**config.mk**
```make
export PLATFORM = sky130hd
export DESIGN_NAME = fetch_sequencer
export DESIGN_NICKNAME = d
export VERILOG_FILES = /design/src/rtl/mcu_pkg.sv /design/src/rtl/call_stack.sv /design/src/rtl/fetch_sequencer.sv
export SDC_FILE = /design/constraint.sdc
export NUM_CORES = 1
export LEC_CHECK = 0
export CAP_MARGIN = 10
export CORE_AREA = 2 2 106 108
export DETAILED_ROUTE_END_ITERATION = 6
export DIE_AREA = 0 0 108 110
export GPL_TIMING_DRIVEN = 0
export PLACE_DENSITY = 0.73
export SLEW_MARGIN = 10
export SYNTH_ARGS = -nofsm -noshare
export SYNTH_HDL_FRONTEND = slang
export SYNTH_SLANG_ARGS = --single-unit
```
**constraint.sdc**
```tcl
create_clock -name clk -period 7.3 [get_ports clk]
set_input_delay 0.73 -clock clk [delete_from_list [all_inputs] [get_ports clk]]
set_output_delay 0.73 -clock clk [all_outputs]
set_load 0.02 [all_outputs]
```
**src/rtl/mcu_pkg.sv**
```systemverilog
// Shared MCU constants: widths, opcode encodings and fixed instruction words.
// The fetch sequencer and the datapath decoder both import this package.
package mcu_pkg;

  localparam int PC_W        = 11;
  localparam int INSN_W      = 14;
  localparam int STACK_DEPTH = 8;
  localparam int SP_W        = $clog2(STACK_DEPTH);
  localparam int DEPTH_W     = $clog2(STACK_DEPTH + 1);

  localparam logic [PC_W-1:0]   RESET_VEC   = 11'h000;
  localparam logic [2:0]        OP_GOTO     = 3'b101;
  localparam logic [2:0]        OP_CALL     = 3'b100;
  localparam logic [INSN_W-1:0] INSN_RETURN = 14'h0008;
  localparam logic [INSN_W-1:0] INSN_NOP    = 14'h0000;

  typedef enum logic [1:0] {
    FLOW_HOLD = 2'd0,
    FLOW_SEQ  = 2'd1,
    FLOW_JUMP = 2'd2,
    FLOW_SKIP = 2'd3
  } flow_e;

  function automatic logic [2:0] insn_op(input logic [INSN_W-1:0] insn);
    return insn[INSN_W-1:INSN_W-3];
  endfunction

endpackage

```
**src/rtl/call_stack.sv**
```systemverilog
// Circular hardware return stack: the pointer marks the next free slot, so the
// top entry sits one below it. Overflow overwrites the oldest entry.
module call_stack
  import mcu_pkg::*;
(
  input  logic               clk,
  input  logic               rst_n,
  input  logic               push_i,
  input  logic               pop_i,
  input  logic [PC_W-1:0]    push_addr_i,
  output logic [PC_W-1:0]    pop_addr_o,
  output logic [DEPTH_W-1:0] depth_o,
  output logic               ovf_o,
  output logic               unf_o
);

  logic [PC_W-1:0]    mem_q [STACK_DEPTH];
  logic [SP_W-1:0]    ptr_q, ptr_d, ptr_dec_s;
  logic [DEPTH_W-1:0] depth_q, depth_d;
  logic               ovf_q, ovf_d, unf_q, unf_d;
  logic               full_s, empty_s;

  assign ptr_dec_s  = ptr_q - SP_W'(1);
  assign full_s     = (depth_q == DEPTH_W'(STACK_DEPTH));
  assign empty_s    = (depth_q == DEPTH_W'(0));
  assign pop_addr_o = mem_q[ptr_dec_s];
  assign depth_o    = depth_q;
  assign ovf_o      = ovf_q;
  assign unf_o      = unf_q;

  // Pointer, depth and sticky flag next-state; depth saturates at both ends.
  always_comb begin
    ptr_d   = ptr_q;
    depth_d = depth_q;
    ovf_d   = ovf_q;
    unf_d   = unf_q;
    if (push_i) begin
      ptr_d = ptr_q + SP_W'(1);
      if (full_s) begin
        ovf_d = 1'b1;
      end else begin
        depth_d = depth_q + DEPTH_W'(1);
      end
    end else if (pop_i) begin
      ptr_d = ptr_dec_s;
      if (empty_s) begin
        unf_d = 1'b1;
      end else begin
        depth_d = depth_q - DEPTH_W'(1);
      end
    end else begin
      ptr_d = ptr_q;
    end
  end

  // Control state with synchronous active-low reset.
  always_ff @(posedge clk) begin
    if (!rst_n) begin
      ptr_q   <= '0;
      depth_q <= '0;
      ovf_q   <= 1'b0;
      unf_q   <= 1'b0;
    end else begin
      ptr_q   <= ptr_d;
      depth_q <= depth_d;
      ovf_q   <= ovf_d;
      unf_q   <= unf_d;
    end
  end

  // Entry storage needs no reset; an underflowing pop returns whatever is there.
  always_ff @(posedge clk) begin
    if (rst_n && push_i) begin
      mem_q[ptr_q] <= push_addr_i;
    end else begin
      mem_q[ptr_q] <= mem_q[ptr_q];
    end
  end

endmodule

```
**src/rtl/fetch_sequencer.sv**
```systemverilog
// Program counter, instruction register and flow-control priority logic.
// Taken GOTO/CALL/RETURN and datapath skips each cost exactly one bubble.
module fetch_sequencer
  import mcu_pkg::*;
#(
  parameter logic [PC_W-1:0] RESET_VECTOR = RESET_VEC
) (
  input  logic               clk,
  input  logic               rst_n,
  output logic [PC_W-1:0]    rom_addr,
  input  logic [INSN_W-1:0]  rom_data,
  input  logic               stall,
  input  logic               skip_req,
  output logic [INSN_W-1:0]  ir,
  output logic               ir_valid,
  output logic [PC_W-1:0]    ir_pc,
  output logic [DEPTH_W-1:0] stack_depth,
  output logic               stack_ovf,
  output logic               stack_unf
);

  logic [PC_W-1:0]   pc_q, pc_d, ir_pc_q, ir_pc_d, pc_inc_s, target_s, pop_addr_s;
  logic [INSN_W-1:0] ir_q, ir_d;
  logic              ir_valid_q, ir_valid_d;
  logic              is_goto_s, is_call_s, is_ret_s, is_flow_s, push_s, pop_s;
  flow_e             flow_s;

  assign pc_inc_s  = pc_q + PC_W'(1);
  assign is_goto_s = ir_valid_q && (insn_op(ir_q) == OP_GOTO);
  assign is_call_s = ir_valid_q && (insn_op(ir_q) == OP_CALL);
  assign is_ret_s  = ir_valid_q && (ir_q == INSN_RETURN);
  assign is_flow_s = is_goto_s || is_call_s || is_ret_s;
  assign target_s  = is_ret_s ? pop_addr_s : ir_q[PC_W-1:0];

  // Priority: stall, then control flow in ir, then a skip, then sequential fetch.
  always_comb begin
    flow_s = FLOW_SEQ;
    if (stall) begin
      flow_s = FLOW_HOLD;
    end else if (is_flow_s) begin
      flow_s = FLOW_JUMP;
    end else if (skip_req && ir_valid_q) begin
      flow_s = FLOW_SKIP;
    end else begin
      flow_s = FLOW_SEQ;
    end
  end

  assign push_s = (flow_s == FLOW_JUMP) && is_call_s;
  assign pop_s  = (flow_s == FLOW_JUMP) && is_ret_s;

  // Next-state for PC and the instruction register.
  always_comb begin
    pc_d       = pc_q;
    ir_d       = ir_q;
    ir_valid_d = ir_valid_q;
    ir_pc_d    = ir_pc_q;
    case (flow_s)
      FLOW_HOLD: begin
        pc_d = pc_q;
      end
      FLOW_JUMP: begin
        pc_d       = target_s;
        ir_d       = INSN_NOP;
        ir_valid_d = 1'b0;
        ir_pc_d    = target_s;
      end
      FLOW_SKIP: begin
        pc_d       = pc_inc_s;
        ir_d       = INSN_NOP;
        ir_valid_d = 1'b0;
        ir_pc_d    = pc_q;
      end
      FLOW_SEQ: begin
        pc_d       = pc_inc_s;
        ir_d       = rom_data;
        ir_valid_d = 1'b1;
        ir_pc_d    = pc_q;
      end
      default: begin
        pc_d = pc_q;
      end
    endcase
  end

  // Fetch state registers with synchronous active-low reset.
  always_ff @(posedge clk) begin
    if (!rst_n) begin
      pc_q       <= RESET_VECTOR;
      ir_q       <= INSN_NOP;
      ir_valid_q <= 1'b0;
      ir_pc_q    <= RESET_VECTOR;
    end else begin
      pc_q       <= pc_d;
      ir_q       <= ir_d;
      ir_valid_q <= ir_valid_d;
      ir_pc_q    <= ir_pc_d;
    end
  end

  call_stack u_call_stack (
    .clk         (clk),
    .rst_n       (rst_n),
    .push_i      (push_s),
    .pop_i       (pop_s),
    .push_addr_i (pc_q),
    .pop_addr_o  (pop_addr_s),
    .depth_o     (stack_depth),
    .ovf_o       (stack_ovf),
    .unf_o       (stack_unf)
  );

  assign rom_addr = pc_q;
  assign ir       = ir_q;
  assign ir_valid = ir_valid_q;
  assign ir_pc    = ir_pc_q;

endmodule

```
==> metrics <==
Least-Margin Pin Slew 1.234 ns; asr flop ratio synth 0%; H-tree Lvls 4; final net count 516; clock-pin slew on the worst setup and hold paths 0.06 ns; hold_buf cts 0; Primary FF master, synth edfxtp_1; status finished, final reports clean; TritonCTS clock tree yes; Die ar. 11880 sq um; dpl hpwl 9247 um; initial antenna violation count 0; DR vias 3915; Seq pwr share 46.7%; Pint 1384 uW; Skew-Pair Late Insertion Delay 0.52 ns; setup TNS 0 ns; CP Class input pin to register; Mapped Nets 435; R2R Setup Slk 4.39 ns; CTS root buf clkbuf_8; via/cell ratio 6.051; Max transition margin 17.46%; crit-path max cell delay 1.00 ns; sequential share of the synthesized area 62.76%; final wirelength 13590 um; switching pwr 397.1 uW; power per cell area 251.7 nW/um^2; Post-DRT Antenna Nets 0; first-pass GRT wire length 20960 um; fin util 66.16%; pin count of the biggest net entering global routing 18; CORE AREA 10700 sq um; Buffers on Ports 59; number of global-route vias before repair 3723; Critical Path AT 3.44 ns; Num Clock Sinks 134; Post CTS Setup Buffer Count 0; Avg Cell Area, Syn 13.75 sq um; YS warnings 0; Peak VDD IR 0.1733 mV; Clk pwr share 47.5%; global route overflow 0; fin area 7078 sq um; Netlist cell types 57; GRT Total Usage 24.48%; sw frac 22.29%; final number of hold-violating endpoints 0; Layout area overhead 24.66%; Final Power 1781 uW; CTS buffer count 17; # fillers 776; initial core utilization 53.08%; Worst path slowest cell nor2_1; Fin Hold WS 0.4655 ns; WL/cell 21.01 um; number of synthesized register bits 134; die span in y 110 um; ant diodes 0; Tcrit/Tclk final 45.24%; P_leak 0.002315 uW; gpl congestion 0.8952; Ports 61; fmax 0.3028 GHz; DRT Pass-1 Iters 5; drc violations 0; setup violators final 0; layout cells sized above 1 16.57%; Max Cap Viol 0; cells along the critical path clkdlybuf4s50_1 > nand4bb_1 > clkbuf_1 > nor2_2 > nand3_1 > nor2_1; Syn Inst Count 413; cell area after placement 6469 sq um; row count 38; critical path peak fanout 11; width of the die 108 um; number of synthesized flops with an enable pin 88; crit end category register; Max clock buf depth 2; Min-Delay Path Class register to register; RSZ-0062 raised after global routing false; PostCTS Resize Cnt 0; CP startpoint kind input pin; Final min period 3.303 ns; Syn Std Cell Area 5678 sq um; Initial DRC Count 324; Clock Skew 0.008537 ns; Comb pwr share 5.8%; max-slew violations 0; Critical Path RT 7.43 ns
[state kept, by name, indices dropped and copies added (netlist names)]
name / count
u_call_stack.ptr_q: 3
ir_pc: 11
ir_valid: 1
u_call_stack.ovf_o: 1
u_call_stack.depth_o: 4
rom_addr: 11
u_call_stack.unf_o: 1
u_call_stack.mem_q: 88
ir: 14
[cells in the mapped netlist (2+ instances only)]
master     n  share of area, %
clkbuf_1  13              0.86
a31oi_1    4              0.44
nand2_1   26               1.7
ha_1       4              0.88
o22ai_1    3              0.33
a211oi_1   2              0.26
xnor2_1    3              0.46
nor4_1     3              0.33
nand3_1   12               1.1
inv_1      5              0.33
o21ai_0   19               1.7
a21oi_1   24               2.1
o32a_1     2              0.35
edfxtp_1  88                47
nor2_1    33               2.2
o221ai_1   6              0.93
mux4_2    17               6.7
or3_1      3              0.33
mux2_2     5              0.99
mux4_1     5               2.3
a32oi_1    2              0.31
buf_2      6              0.53
and4_1     3              0.46
mux2i_1    7               1.2
buf_6      6               1.2
dfxtp_1   46                16
buf_4      2              0.26
a22oi_1   14               1.9
nand4_1    4              0.44
o31ai_1    2              0.26
nand2b_1   5              0.55
nor3_1    14               1.2
[metal layers]
layer | global-route usage [%] | share of wire (%)
met1 | 34.36 | 45
met2 | 38.27 | 48
met3 | 5.115 | 5.2
met4 | 8.974 | 1.6
met5 | 0 | 0
[critical path: cells and delay by family]
family                 cells  cell delay, ns
AND/OR/NAND/NOR            4            1.88
buffers and inverters      2            0.82
[cell type report]
type | count | area, sq um | area share [%]
timing repair buffer | 62 | 616.8 | 8.715
inverter | 5 | 18.77 | 0.2652
clock buffer | 18 | 417.9 | 5.904
multi-input combinational | 247 | 1952 | 27.58
clock inverter | 14 | 172.7 | 2.439
buffer | 27 | 161.4 | 2.280
sequential | 134 | 3563 | 50.34
tap | 140 | 175.2 | 2.475
[power groups by stage]
stage,clock network (uW),registers [uW],logic [uW]
final,847,831,103
after global routing,889,833,111
after CTS,859,831,103
after detailed placement,0,847,102
after global placement,0,846,101
after floorplan,0,853,47.7
[cell usage in the layout, fill, tap and decap left out, drive strengths merged, types with 2 or more instances in the layout]
cell type	count
edfxtp	88
clkdlybuf4s50	59
dfxtp	46
nor2	34
clkbuf	31
nand2	26
a21oi	24
mux4	22
o21ai	19
buf	17
a22oi	14
nor3	14
nand3	12
inv	9
mux2i	7
o221ai	6
nand2b	5
mux2	5
clkinv	5
a31oi	4
nand4	4
ha	4
nor4	4
o22ai	4
xnor2	3
and4	3
or3	3
bufinv	3
a211oi	3
o31ai	2
a32oi	2
o32a	2
nor4b	2
or2	2
a21o	2
clkinvlp	2
[cell families after synthesis]
| family | Yosys count | share of synthesized area [%] |
|---|---|---|
| flip-flops | 134 | 62.76 |
| multiplexers | 34 | 11.28 |
| buffers and inverters | 32 | 3.173 |
| AND/OR/NAND/NOR | 115 | 10.56 |
| XOR/XNOR | 4 | 0.6171 |
| AO/OA/AOI/OAI | 90 | 10.73 |
| adder cells (fa/ha/maj) | 4 | 0.8815 |
[per-stage QoR]
stage / setup WS, ns / cells
final: 3.997 / 647
after global routing: 3.879 / 647
after CTS: 4.024 / 646
after detailed placement: 3.472 / 614
after global placement: 3.067 / 612
after floorplan: 4.633 / 413
[final timing paths]
kind | startpoint | to | depth (start not counted)
setup / recovery | stall | u_call_stack.mem_q[3][2]$_DFFE_PP_ | 6
hold / removal | ir_pc[0]$_SDFFE_PN0P_ | ir_pc[0]$_SDFFE_PN0P_ | 2
setup reg to reg | u_call_stack.ptr_q[0]$_SDFFE_PN0P_ | rom_addr[8]$_SDFFE_PN0P_ | 10
hold reg to reg | ir_pc[0]$_SDFFE_PN0P_ | ir_pc[0]$_SDFFE_PN0P_ | 2
No activity file was read; power rests on OpenSTA's default activity.
